### src/rtl/regfile_wb_arbiter_pkg.sv
// Shared definitions for the register-file write-back arbiter.
//   RegAddrW / RegW / RegNum : default register-file geometry
//   WriteEnable / WriteDisable / ZeroWord : write-port constants
//   aux_entry_t : one queued auxiliary result {valid, addr, data}
package regfile_wb_arbiter_pkg;

   localparam int unsigned RegAddrW = 5;
   localparam int unsigned RegW     = 32;
   localparam int unsigned RegNum   = 2 ** RegAddrW;

   localparam logic            WriteEnable  = 1'b1;
   localparam logic            WriteDisable = 1'b0;
   localparam logic [RegW-1:0] ZeroWord     = '0;

   typedef struct packed {
      logic                valid;
      logic [RegAddrW-1:0] addr;
      logic [RegW-1:0]     data;
   } aux_entry_t;

endpackage

### src/rtl/wb_aux_fifo.sv
// Buffer for auxiliary write-back results.
//   i_clk, i_rst (sync, active-low)
//   i_push, i_push_valid, i_push_addr, i_push_data : enqueue at tail
//   i_pop : retire the head entry
//   i_kill, i_kill_addr : invalidate every queued entry aimed at i_kill_addr
//   o_full, o_empty, o_head_valid, o_head_addr, o_head_data : queue state
//   o_busy : one bit per register with a valid queued entry
module wb_aux_fifo
   import regfile_wb_arbiter_pkg::*;
#(
   parameter int unsigned DEPTH  = 2,
   parameter int unsigned ADDR_W = RegAddrW,
   parameter int unsigned DATA_W = RegW
) (
   input  logic                 i_clk,
   input  logic                 i_rst,
   input  logic                 i_push,
   input  logic                 i_push_valid,
   input  logic [ADDR_W-1:0]    i_push_addr,
   input  logic [DATA_W-1:0]    i_push_data,
   input  logic                 i_pop,
   input  logic                 i_kill,
   input  logic [ADDR_W-1:0]    i_kill_addr,
   output logic                 o_full,
   output logic                 o_empty,
   output logic                 o_head_valid,
   output logic [ADDR_W-1:0]    o_head_addr,
   output logic [DATA_W-1:0]    o_head_data,
   output logic [2**ADDR_W-1:0] o_busy
);

   localparam int unsigned PtrW = (DEPTH > 1) ? $clog2(DEPTH) : 1;
   localparam int unsigned CntW = $clog2(DEPTH + 1);

   logic [DEPTH-1:0]  r_valid, w_valid_d;
   logic [ADDR_W-1:0] r_addr [DEPTH];
   logic [DATA_W-1:0] r_data [DEPTH];
   logic [PtrW-1:0]   r_rptr, r_wptr, w_rptr_d, w_wptr_d;
   logic [CntW-1:0]   r_count, w_count_d;

   function automatic logic [PtrW-1:0] ptr_inc(input logic [PtrW-1:0] p);
      if (p == PtrW'(DEPTH - 1)) return '0;
      return p + 1'b1;
   endfunction

   always_comb begin
      w_valid_d = r_valid;
      w_rptr_d  = r_rptr;
      w_wptr_d  = r_wptr;
      for (int i = 0; i < DEPTH; i++) begin
         if (i_kill && (r_addr[i] == i_kill_addr)) w_valid_d[i] = WriteDisable;
      end
      // Clearing valid on pop keeps stale slots out of the busy vector.
      if (i_pop) begin
         w_valid_d[r_rptr] = WriteDisable;
         w_rptr_d          = ptr_inc(r_rptr);
      end
      if (i_push) begin
         w_valid_d[r_wptr] = i_push_valid;
         w_wptr_d          = ptr_inc(r_wptr);
      end
      w_count_d = r_count + CntW'(i_push) - CntW'(i_pop);
   end

   always_ff @(posedge i_clk) begin
      if (!i_rst) begin
         r_valid <= '0;
         r_rptr  <= '0;
         r_wptr  <= '0;
         r_count <= '0;
         for (int i = 0; i < DEPTH; i++) begin
            r_addr[i] <= '0;
            r_data[i] <= '0;
         end
      end else begin
         r_valid <= w_valid_d;
         r_rptr  <= w_rptr_d;
         r_wptr  <= w_wptr_d;
         r_count <= w_count_d;
         if (i_push) begin
            r_addr[r_wptr] <= i_push_addr;
            r_data[r_wptr] <= i_push_data;
         end
      end
   end

   always_comb begin
      o_busy = '0;
      for (int i = 0; i < DEPTH; i++) begin
         if (r_valid[i]) o_busy[r_addr[i]] = 1'b1;
      end
   end

   assign o_full       = (r_count == CntW'(DEPTH));
   assign o_empty      = (r_count == '0);
   assign o_head_valid = r_valid[r_rptr];
   assign o_head_addr  = r_addr[r_rptr];
   assign o_head_data  = r_data[r_rptr];

endmodule

### src/rtl/regfile_wb_arbiter.sv
// Single write-port master for the register file.
//   i_clk, i_rst (sync, active-low)
//   i_pipe_we/i_pipe_waddr/i_pipe_wdata : pipeline write-back, top priority
//   i_aux_valid/o_aux_ready/i_aux_waddr/i_aux_wdata : aux result handshake
//   o_rf_we/o_rf_waddr/o_rf_wdata : register-file write port
//   o_busy : registers with a pending aux write
module regfile_wb_arbiter
   import regfile_wb_arbiter_pkg::*;
#(
   parameter int unsigned DEPTH  = 2,
   parameter int unsigned ADDR_W = RegAddrW,
   parameter int unsigned DATA_W = RegW
) (
   input  logic                 i_clk,
   input  logic                 i_rst,
   input  logic                 i_pipe_we,
   input  logic [ADDR_W-1:0]    i_pipe_waddr,
   input  logic [DATA_W-1:0]    i_pipe_wdata,
   input  logic                 i_aux_valid,
   output logic                 o_aux_ready,
   input  logic [ADDR_W-1:0]    i_aux_waddr,
   input  logic [DATA_W-1:0]    i_aux_wdata,
   output logic                 o_rf_we,
   output logic [ADDR_W-1:0]    o_rf_waddr,
   output logic [DATA_W-1:0]    o_rf_wdata,
   output logic [2**ADDR_W-1:0] o_busy
);

   logic              w_pipe_real, w_push, w_push_valid, w_pop;
   logic              w_full, w_empty, w_head_valid;
   logic [ADDR_W-1:0] w_head_addr;
   logic [DATA_W-1:0] w_head_data;

   // Writes to r0 are discarded, so they never occupy the port.
   assign w_pipe_real  = i_rst && i_pipe_we && (i_pipe_waddr != '0);
   assign o_aux_ready  = i_rst && !w_full;
   assign w_push       = i_aux_valid && o_aux_ready && (i_aux_waddr != '0);
   // Same-cycle pipe write to the same register is the younger result.
   assign w_push_valid = !(w_pipe_real && (i_pipe_waddr == i_aux_waddr));
   // Invalid heads retire immediately; valid heads wait for a free port.
   assign w_pop        = i_rst && !w_empty && (!w_head_valid || !w_pipe_real);

   wb_aux_fifo #(
      .DEPTH  (DEPTH),
      .ADDR_W (ADDR_W),
      .DATA_W (DATA_W)
   ) u_fifo (
      .i_clk        (i_clk),
      .i_rst        (i_rst),
      .i_push       (w_push),
      .i_push_valid (w_push_valid),
      .i_push_addr  (i_aux_waddr),
      .i_push_data  (i_aux_wdata),
      .i_pop        (w_pop),
      .i_kill       (w_pipe_real),
      .i_kill_addr  (i_pipe_waddr),
      .o_full       (w_full),
      .o_empty      (w_empty),
      .o_head_valid (w_head_valid),
      .o_head_addr  (w_head_addr),
      .o_head_data  (w_head_data),
      .o_busy       (o_busy)
   );

   always_comb begin
      o_rf_we    = WriteDisable;
      o_rf_waddr = '0;
      o_rf_wdata = DATA_W'(ZeroWord);
      if (w_pipe_real) begin
         o_rf_we    = WriteEnable;
         o_rf_waddr = i_pipe_waddr;
         o_rf_wdata = i_pipe_wdata;
      end else if (i_rst && !w_empty && w_head_valid) begin
         o_rf_we    = WriteEnable;
         o_rf_waddr = w_head_addr;
         o_rf_wdata = w_head_data;
      end
   end

endmodule

### config.mk
export PLATFORM = sky130hd
export DESIGN_NAME = regfile_wb_arbiter
export DESIGN_NICKNAME = d
export VERILOG_FILES = /design/src/rtl/regfile_wb_arbiter_pkg.sv /design/src/rtl/wb_aux_fifo.sv /design/src/rtl/regfile_wb_arbiter.sv
export SDC_FILE = /design/constraint.sdc
export NUM_CORES = 1
export LEC_CHECK = 0
export CAP_MARGIN = 20
export CORE_AREA = 3 3 113 115
export DETAILED_ROUTE_END_ITERATION = 10
export DIE_AREA = 0 0 116 118
export GPL_TIMING_DRIVEN = 0
export PLACE_DENSITY = 0.77
export SYNTH_ARGS = -nofsm -noshare
export SYNTH_HDL_FRONTEND = slang
export SYNTH_SLANG_ARGS = --single-unit
### constraint.sdc
create_clock -name i_clk -period 7.1 [get_ports i_clk]
set_input_delay 1.42 -clock i_clk [delete_from_list [all_inputs] [get_ports i_clk]]
set_output_delay 1.42 -clock i_clk [all_outputs]
set_load 0.02 [all_outputs]
==> reports/qor.log <==
INFO  power          power.density=244nW/µm²
INFO  clocking       count_of_hold_fix_buffers_inserted_at_cts=0
INFO  synth          netlist_instances=418
INFO  synth          post_synth_main_area_contributors=sky130_fd_sc_hd__edfxtp_1 (48%), sky130_fd_sc_hd__mux2i_1 (8.7%), sky130_fd_sc_hd__o21ai_2 (5.7%)
INFO  run            maxCapViolCount=0
INFO  route          wl_met2=6520µm
INFO  place          place.port_buffers=147
INFO  timing         max_clock_freq=0.174GHz
INFO  synth          synth.area.mux_share=8.67%
INFO  clocking       cts-buffers-inserted=9
INFO  synth          synthFlopType=sky130_fd_sc_hd__edfxtp_1
INFO  place          dp_hpwl=9160µm
INFO  synth          yosys.area_share.adder=0.271%
INFO  route          routed_via_density=5.36
INFO  synth          yosysUniqueCellTypes=34
INFO  timing         worst_pin_slew=0.937ns
INFO  die            num_rows=40
INFO  power          vdd_ir_drop_max=0.135mV
INFO  clocking       postCtsSetupRepairBufs=0
INFO  route          avgRoutedWirePerCell=17.3µm
INFO  critical_path  start_to_end_type_of_the_worst_setup_path=in -> out
INFO  route          wl_met1=5180µm
INFO  timing         timing.clock.skew=0.00626ns
INFO  clocking       cts.htree.levels=3
INFO  final_layout   utilization=56.2%
INFO  critical_path  cp-end-kind=output port
INFO  synth          synth-edff-count=74
INFO  synth          post_synth_xor_area_fraction=3.41%
INFO  final_layout   multi_input_comb_area=2060µm²
INFO  critical_path  timing.critical_path.from_type=input pin
INFO  synth          synth_compound_gate_area_share=12.5%
INFO  final_layout   final_layout_size_suffix_gt1_share=10.1%
INFO  route          totalWireLength=12,600µm
INFO  timing         min_period=5.76ns
INFO  route          routed-wl-met3=724µm
INFO  timing         grt_setup_unrepaired=false
INFO  final_layout   regArea=2360µm²
INFO  critical_path  worst_ep_required_time=5.68ns
INFO  final_layout   fill_cells=1,022
INFO  clocking       cts.path.max_buffers=2
INFO  global_route   pin_count_of_the_biggest_net_entering_global_routing=21
INFO  route          routed-via-count=3,911
INFO  timing         relSlewSlack=37.4%
INFO  synth          synth-simple-area-share=19.6%
INFO  global_route   antenna_violations_before_repair=0
INFO  die            start_util=38.8%
INFO  timing         final-hold-violation-count=0
INFO  final_layout   area.growth.synth_to_final=44.9%
INFO  die            dieWidth=116µm
INFO  die            die_area=13,700µm²
INFO  die            placeableCoreArea=11,900µm²
INFO  timing         setup-tns-final=0ns
INFO  final_layout   nNetsFinal=657
INFO  synth          synth.top_cell.area_share=48.1%
INFO  worst_hold_path holdCritPathClass=reg -> reg
INFO  route          detail_route.iter0.violations=268
INFO  global_route   grt_pass1_vias=3,908
INFO  die            io_pins=149
INFO  critical_path  critical_path_peak_fanout=10
INFO  clocking       clock_tree_from_tritoncts=done
INFO  synth          largest_family_of_logic_cells_by_synthesized_area=simple AND/OR/NAND/NOR gates
INFO  timing         final-max-slew-violation-count=0
INFO  timing         setup_violations=0
INFO  place          dpl_worst_slack=1.36ns
INFO  synth          synth-async-reset-ratio=0%
INFO  clocking       clk_latency=0.32ns
INFO  global_route   grt.overflow.total=0
INFO  route          drt_pre_antenna_iters=7
INFO  clocking       postCtsResizedCells=0
INFO  route          route.top_layer_used=met4
INFO  synth          syn-num-nets=497
INFO  synth          count_of_yosys_warnings_during_synthesis=0
INFO  global_route   global_route_wire_length_before_repair=20,200µm
INFO  route          drtAntennaViolNets=0
INFO  synth          ys_seq_elements=81
INFO  final_layout   antennaDiodeCount=0
INFO  synth          yosysSeqAreaShare=51.1%
INFO  clocking       clock_transition_time_at_the_flip_flop_clock_pins_of_the_worst_setup_and_hold_paths=0.06ns
INFO  route          drc=0
INFO  global_route   groute.usage.overall=18.7%
INFO  critical_path  worstPathArrival=4.34ns
INFO  timing         fin_crit_sh=81.1%
INFO  clocking       cts_root_buf=sky130_fd_sc_hd__clkbuf_16
INFO  synth          post_synth_instance_area=4620µm²
INFO  clocking       clkSinkCount=81
INFO  synth          synth_top_area_cell=sky130_fd_sc_hd__edfxtp_1
INFO  status         status=finished, final reports clean
INFO  die            die_outline_height=118µm
INFO  power          leakage=2.43nW
INFO  place          gp_congestion=0.861
INFO  timing         postLayoutSetupSlackWorst=1.34ns
INFO  synth          postSynthAreaPerCell=11.1µm²
## stage by stage
stage               instance area (µm²)  std cells  power [mW]  hold WS [ns]
floorplan                          4620        418       0.907         0.508
finish                             6690        729        1.63         0.596
global route                       6690        729        1.71         0.642
CTS                                6690        729        1.64         0.602
detailed placement                 6330        714        1.09         0.574
global placement                   6270        712        1.07         0.551
## path summary, 6_finish.rpt
kind / startpoint / endpoint / slack (ns) / cells after the start
setup / recovery: i_pipe_waddr[3] / o_rf_wdata[7] / 1.34 / 9
hold / removal: u_fifo.r_valid[1] / u_fifo.r_valid[1] / 0.60 / 2
setup reg to reg: u_fifo.r_count[1] / u_fifo.r_data[0][12] / 3.92 / 7
hold reg to reg: u_fifo.r_valid[1] / u_fifo.r_valid[1] / 0.60 / 2
## area by class of cell
cell class / count / share of cell area (%)
Clock buffer: 10 / 3.42
Tap cell: 147 / 2.75
Inverter: 2 / 0.112
Clock inverter: 5 / 1.93
Multi-Input combinational cell: 300 / 30.8
Sequential cell: 81 / 35.3
Buffer: 35 / 2.92
Timing Repair Buffer: 149 / 22.8
## Yosys cell counts, drive strengths merged, types with 2 or more instances
cell type and count:
nand3 4, buf 5, clkbuf 30, o22ai 32, mux2i 40, or3b 5, xor2 9, xnor2 9
nand3b 10, nor2 5, nor2b 2, or3 3, nand2 43, inv 2, o21ai 42, nor3 2
o2111ai 2, and2 41, o21a 3, or4 2, nand4 3, and3 37, dfxtp 7, edfxtp 74
## kinds of logic (layout without fill, tap and decap cells)
kind of cell,after synthesis,count (layout)
buffers and inverters,37,201
multiplexers,40,40
flip-flops,81,81
AND/OR/NAND/NOR,160,160
adder cells (fa/ha/maj),1,1
AO/OA/AOI/OAI,81,81
XOR/XNOR,18,18
## placed cells by master, fill, tap and decap left out, types with 11 or more instances in the layout
cell type                         instances
sky130_fd_sc_hd__edfxtp_1                74
sky130_fd_sc_hd__o21ai_2                 30
sky130_fd_sc_hd__clkbuf_1                31
sky130_fd_sc_hd__and3_1                  37
sky130_fd_sc_hd__mux2i_1                 40
sky130_fd_sc_hd__o22ai_1                 32
sky130_fd_sc_hd__and2_1                  41
sky130_fd_sc_hd__clkdlybuf4s50_1        147
sky130_fd_sc_hd__o21ai_0                 11
sky130_fd_sc_hd__nand2_1                 42
## flip-flops by register name, indices dropped and copies added, names as in the netlist, named ones only
signal	cells
u_fifo.r_count	2
u_fifo.r_rptr	1
u_fifo.r_addr	10
u_fifo.r_wptr	1
u_fifo.r_valid	2
u_fifo.r_data	64
## layer usage
layer	global-route usage (%)	vias up
li1	-	1867
met1	23.8	1877
met2	32.2	148
met3	2.88	19
met4	5.73	0
met5	0	-
## critical path: stages
cell                              delay (ns)
sky130_fd_sc_hd__clkdlybuf4s50_1        0.56
sky130_fd_sc_hd__or4_4                  0.58
sky130_fd_sc_hd__o21a_1                 0.19
sky130_fd_sc_hd__buf_6                  0.14
sky130_fd_sc_hd__or3_1                  0.32
sky130_fd_sc_hd__buf_6                  0.18
sky130_fd_sc_hd__buf_12                 0.16
sky130_fd_sc_hd__o21ai_2                0.14
sky130_fd_sc_hd__clkdlybuf4s50_1        0.64
## power by group
part	total (mW)	internal [mW]	switching, mW
clock network	0.551	0.378	0.174
registers	0.612	0.585	0.0269
logic	0.469	0.210	0.259
total	1.63	1.17	0.459
Power figures use the tool's default switching activity.
